### config.mk
export PLATFORM = sky130hd
export DESIGN_NAME = iob_ram_be_arbiter
export DESIGN_NICKNAME = d
export VERILOG_FILES = /design/src/rtl/iob_ram_be_arbiter.sv
export SDC_FILE = /design/constraint.sdc
export NUM_CORES = 1
export LEC_CHECK = 0
export ABC_AREA = 1
export CAP_MARGIN = 20
export CORE_AREA = 4 4 92 94
export CTS_CLUSTER_SIZE = 25
export DETAILED_ROUTE_END_ITERATION = 12
export DIE_AREA = 0 0 96 98
export GPL_TIMING_DRIVEN = 0
export PLACE_DENSITY = 0.84
export RECOVER_POWER = 100
export SLEW_MARGIN = 20
export SYNTH_ARGS = -nofsm -noshare
export SYNTH_HDL_FRONTEND = slang
export SYNTH_SLANG_ARGS = --single-unit
### constraint.sdc
create_clock -name clk -period 6.28 [get_ports clk]
set_clock_uncertainty 0.05 [all_clocks]
set_input_delay 1.57 -clock clk [delete_from_list [all_inputs] [get_ports clk]]
set_output_delay 1.57 -clock clk [all_outputs]
set_load 0.005 [all_outputs]
### src/rtl/iob_ram_be_arbiter.sv
// iob_ram_be_arbiter: shares one port of a byte-enable RAM between two
// requesters (r0, r1). Round-robin arbitration with a bounded burst hold.
// One access per cycle. Read data returns to the issuing requester one
// cycle after acceptance.
// Optional macro IOB_RAM_ARB_FIXED_PRIO_EN: r0 always wins contention and
// the round-robin/burst state is not built.
module iob_ram_be_arbiter #(
    parameter int NUM_COL   = 4,
    parameter int COL_W     = 8,
    parameter int DATA_W    = NUM_COL * COL_W,
    parameter int ADDR_W    = 10,
    parameter int MAX_BURST = 4
) (
    input  logic               clk,
    input  logic               rst,

    input  logic               r0_valid,
    input  logic [ADDR_W-1:0]  r0_addr,
    input  logic [DATA_W-1:0]  r0_wdata,
    input  logic [NUM_COL-1:0] r0_wstrb,
    output logic               r0_ready,
    output logic               r0_rvalid,
    output logic [DATA_W-1:0]  r0_rdata,

    input  logic               r1_valid,
    input  logic [ADDR_W-1:0]  r1_addr,
    input  logic [DATA_W-1:0]  r1_wdata,
    input  logic [NUM_COL-1:0] r1_wstrb,
    output logic               r1_ready,
    output logic               r1_rvalid,
    output logic [DATA_W-1:0]  r1_rdata,

    output logic               ram_en,
    output logic [NUM_COL-1:0] ram_we,
    output logic [ADDR_W-1:0]  ram_addr,
    output logic [DATA_W-1:0]  ram_din,
    input  logic [DATA_W-1:0]  ram_dout
);
    // Read tag encodings: {read pending, requester id}
    localparam logic [1:0] TAG_R0 = 2'b10;
    localparam logic [1:0] TAG_R1 = 2'b11;

    if (DATA_W != NUM_COL * COL_W) begin : gWidthCheck
        $error("iob_ram_be_arbiter: DATA_W must equal NUM_COL*COL_W");
    end

    logic       anyWin;   // some request is granted this cycle
    logic       winId;    // granted requester: 0 = r0, 1 = r1
    logic [1:0] rtag;

    assign anyWin = ~rst & (r0_valid | r1_valid);

`ifdef IOB_RAM_ARB_FIXED_PRIO_EN
    // Fixed priority: r1 is granted only when r0 is not requesting
    always_comb begin
        winId = r1_valid & ~r0_valid;
    end
`else
    localparam logic [7:0] BURST_LIM = 8'(MAX_BURST);
    localparam logic [7:0] BCNT_SAT  = 8'hFF;

    logic       prio;
    logic       last;
    logic [7:0] bcnt;
    logic       burstHold;

    // Pick the winner; bcnt is non-zero exactly when the previous cycle
    // granted someone, so it doubles as the "granted last cycle" flag
    always_comb begin
        burstHold = (bcnt != 8'd0) && (bcnt < BURST_LIM);
        if (r0_valid && r1_valid) begin
            winId = burstHold ? last : prio;
        end else begin
            winId = r1_valid;
        end
    end

    // Round-robin pointer, last winner and saturating burst counter
    always_ff @(posedge clk or posedge rst) begin
        if (rst) begin
            prio <= 1'b0;
            last <= 1'b0;
            bcnt <= 8'd0;
        end else if (anyWin) begin
            last <= winId;
            prio <= ~winId;
            if ((winId == last) && (bcnt != 8'd0)) begin
                bcnt <= (bcnt == BCNT_SAT) ? bcnt : bcnt + 8'd1;
            end else begin
                bcnt <= 8'd1;
            end
        end else begin
            bcnt <= 8'd0;
        end
    end
`endif

    // Route the winner's request onto the RAM port
    always_comb begin
        ram_en   = anyWin;
        ram_we   = '0;
        ram_addr = '0;
        ram_din  = '0;
        if (anyWin) begin
            if (winId) begin
                ram_we   = r1_wstrb;
                ram_addr = r1_addr;
                ram_din  = r1_wdata;
            end else begin
                ram_we   = r0_wstrb;
                ram_addr = r0_addr;
                ram_din  = r0_wdata;
            end
        end
    end

    assign r0_ready = anyWin & ~winId;
    assign r1_ready = anyWin &  winId;

    // Remember who issued an accepted read so the data is steered back
    always_ff @(posedge clk or posedge rst) begin
        if (rst) begin
            rtag <= 2'b00;
        end else begin
            rtag <= {anyWin && (ram_we == '0), winId};
        end
    end

    assign r0_rvalid = (rtag == TAG_R0);
    assign r1_rvalid = (rtag == TAG_R1);
    assign r0_rdata  = r0_rvalid ? ram_dout : '0;
    assign r1_rdata  = r1_rvalid ? ram_dout : '0;

endmodule

==> impl_metrics.yaml <==
route:
  ant_nets: 0
  num_vias: 2942
  drt_iter0_markers: 42
  wl_per_cell_um: 13.59
  drc: 0
  drt-total-wl_um: 9484
  firstDrtPassIters: 4
  routed_via_density: 4.215
floorplan:
  io_pins: 243
  rows: 32
  start_util_pct: 23.36
  core_region_area_um2: 7647
  die_h_um: 98
  die_w_um: 96
  dieArea_um2: 9408
clock_network:
  cts.sinks: 12
  htreeDepth: 1
  clock_latency_ns: 0.25
  cts-root-buf: "clkbuf_8"
  cts_hold_buf: 0
  cts_setup_buffers: 0
  cts_tree: "yes"
  cts-buffers-inserted: 3
  cts.path.max_buffers: 2
  cts_resized: 0
  clk_pin_slew_worst_paths_ns: 0.05
setup_path:
  r2r_end: "bcnt[3]$_DFFE_PP0P_"
  worst_ep_required_time_ns: 4.66
  path_cells: "dlygate4sd3_1 -> inv_1 -> o21ai_0 -> inv_2 -> nand2_1 -> inv_4 -> buf_8 -> nand2_1 -> nand2_1 -> dlygate4sd3_1"
  critPathArrivalTime_ns: 4.18
  critPathMaxStageDelay_ns: 0.61
  path_class: "primary input to output port"
  cp_top_family: "buffers and inverters"
  r2r_slack_ns: 4.33
  critPathCaptureType: "output port"
  rr_worst_depth: 9
  cpMostUsedCell: "nand2_1"
  critPathLaunchType: "primary input"
  cp_max_fo: 14
  r2r_start: "bcnt[0]$_DFFE_PP0P_"
  cpMaxStageDelayCell: "dlygate4sd3_1"
  crit_buf_inv: 6
global_routing:
  grtUsageTotal_pct: 18.94
  grt_pass1_vias: 2873
  grt_pass1_wl_um: 14010
  grt_max_degree: 15
  overflow: 0
  antenna_found_initial: 1
run_status:
  status: "finished, final reports clean"
finish:
  fin_nets: 728
  fillers: 689
  syn_to_final_growth_pct: 144.4
  final_util_pct: 57.10
  drive_above_1_share_pct: 5.201
  diodes: 0
timing:
  rsz0062_at_grt: "no"
  fin_hold_ws_ns: 0.4847
  finalHoldViolations: 0
  max_freq_mhz: 172.3
  max_slew_margin_pct: 65.49
  setup_slack_ns: 0.4776
  setup-violations-final: 0
  tns_ns: 0
  post-route-min-period_ns: 5.802
  finalCritPeriodShare_pct: 92.39
  worst_pin_slew_ns: 0.5171
  slew_viol_final: 0
power:
  p_int_uw: 272.0
  leakage_uw: 0.002396
  p_switching_uw: 125.7
  pwr-share-comb_pct: 60.7
  vdd_ir_drop_max_v: 0.00005002
  powerDensity_nw_per_um2: 91.07
  sw_frac_of_total_pct: 31.61
  pwr-share-clk_pct: 18.2
  power_frac_seq_pct: 21.1
placed_design:
  portBuffers: 242
  hpwl_um: 8561
  dp_worst_setup_slack_ns: 0.6637
  place_congestion: 0.8471
min_path:
  hold_start: "prio$_DFFE_PP0P_"
  min_path_type: "register to register"
  min_path_cells: 2
  worst_hold_path.endpoint: "prio$_DFFE_PP0P_"
yosys:
  yosys_warnings: 0
  synth_nets: 481
  synth_cells: 351
  seq_area_frac_synth_pct: 16.81
  ys_ff_latch: 12
  yosysUniqueCellTypes: 25
  avgSynthCellArea_um2: 5.090
  syn_area_um2: 1787
flow_run:
  cap_violations: 0
[through the flow]
step / instances / instance area [µm²] / power (µW)
floorplan: 351 / 1787 / 168.7
global placement: 695 / 4337 / 339.0
detailed placement: 695 / 4337 / 343.6
CTS: 698 / 4378 / 417.2
global route: 698 / 4367 / 427.2
finish: 698 / 4367 / 397.7
[registers in the layout (all words and copies together) (netlist names)]
signal,cells
bcnt,8
rtag,2
last,1
prio,1
[synthesized netlist by cell type (all sizes together)]
cell type / instances / share of area, %
buf: 8 / 6.2
nand3: 12 / 4.3
nand2: 159 / 35
xor2: 1 / 0.49
clkbuf: 6 / 1.3
inv: 55 / 12
nor2: 79 / 17
ha: 2 / 1.4
nand4: 5 / 1.8
o21ai: 8 / 2.5
nor3: 2 / 0.84
a21oi: 2 / 0.56
dfrtp: 12 / 17
[worst min-delay path: cells and delay by family, from the launching register on]
kind          cells  cell delay [ns]
flops             1             0.37
simple gates      2             0.13
[layer usage]
| metal | up-vias | track usage, % | wire length [µm] |
|---|---|---|---|
| met5 | - | 0 | 12 |
| met4 | 2 | 6.565 | 231 |
| met3 | 18 | 5.008 | 964 |
| met2 | 146 | 36.59 | 4949 |
| met1 | 1260 | 18.74 | 3327 |
| li1 | 1516 | - | - |
[final cells by class]
cell class | instances | area, µm² | area share, %
buffer | 14 | 132.6 | 3.037
clock buffer | 3 | 41.29 | 0.9456
inverter | 55 | 210.2 | 4.814
multi-input combinational | 270 | 1132 | 25.93
sequential | 12 | 300.3 | 6.877
tap | 102 | 127.6 | 2.923
timing repair buffer | 242 | 2422 | 55.47
[worst max-delay path by stage]
| stage | slack (ns) | to | startpoint | depth (start not counted) |
|---|---|---|---|---|
| floorplan | 1.90 | ram_addr[0] | rst | 8 |
| global placement | 0.71 | ram_din[2] | rst | 10 |
| detailed placement | 0.66 | ram_din[22] | rst | 10 |
| CTS | 0.65 | ram_din[22] | rst | 10 |
| global route | 0.22 | ram_din[2] | rst | 10 |
| finish | 0.48 | ram_din[2] | rst | 10 |
[logic make-up (layout without fill, tap and decap cells)]
group | Yosys count | in the layout | synth area share [%]
AO/OA/AOI/OAI | 10 | 10 | 3.011
XOR/XNOR | 1 | 1 | 0.4903
adder cells (fa/ha/maj) | 2 | 2 | 1.400
buffers and inverters | 69 | 314 | 19.26
flip-flops | 12 | 12 | 16.81
AND/OR/NAND/NOR | 257 | 257 | 59.03
[placed cells by master (no fill, tap or decap)]
cell type / synthesis / final
nand2_1: 147 / 149
clkdlybuf4s50_1: 0 / 134
dlygate4sd3_1: 0 / 108
nor2_1: 78 / 78
inv_1: 50 / 50
dfrtp_1: 12 / 12
nand3_1: 10 / 10
nand2_2: 11 / 10
o21ai_0: 6 / 6
clkbuf_1: 6 / 6
nand4_1: 5 / 5
buf_6: 4 / 4
inv_2: 3 / 3
buf_8: 3 / 3
clkbuf_8: 0 / 3
a21oi_1: 2 / 2
ha_1: 2 / 2
nor3_2: 1 / 1
nor3_1: 1 / 1
nor2_2: 1 / 1
o21ai_2: 1 / 1
nand3_2: 1 / 1
nand3_4: 1 / 1
o21ai_1: 1 / 1
clkinvlp_2: 0 / 1
inv_4: 2 / 1
buf_12: 1 / 1
xor2_1: 1 / 1
[power by group through the flow]
stage | Sequential, µW | Clock (µW) | Combinational (µW)
2_1_floorplan | 84.5 | 0 | 84.2
3_3_place_gp | 85.0 | 0 | 254
3_5_place_dp | 85.2 | 0 | 258
4_1_cts | 83.9 | 73.5 | 260
5_1_grt | 84.1 | 79.2 | 264
6_report | 84.0 | 72.4 | 241
Power figures use the tool's default switching activity.
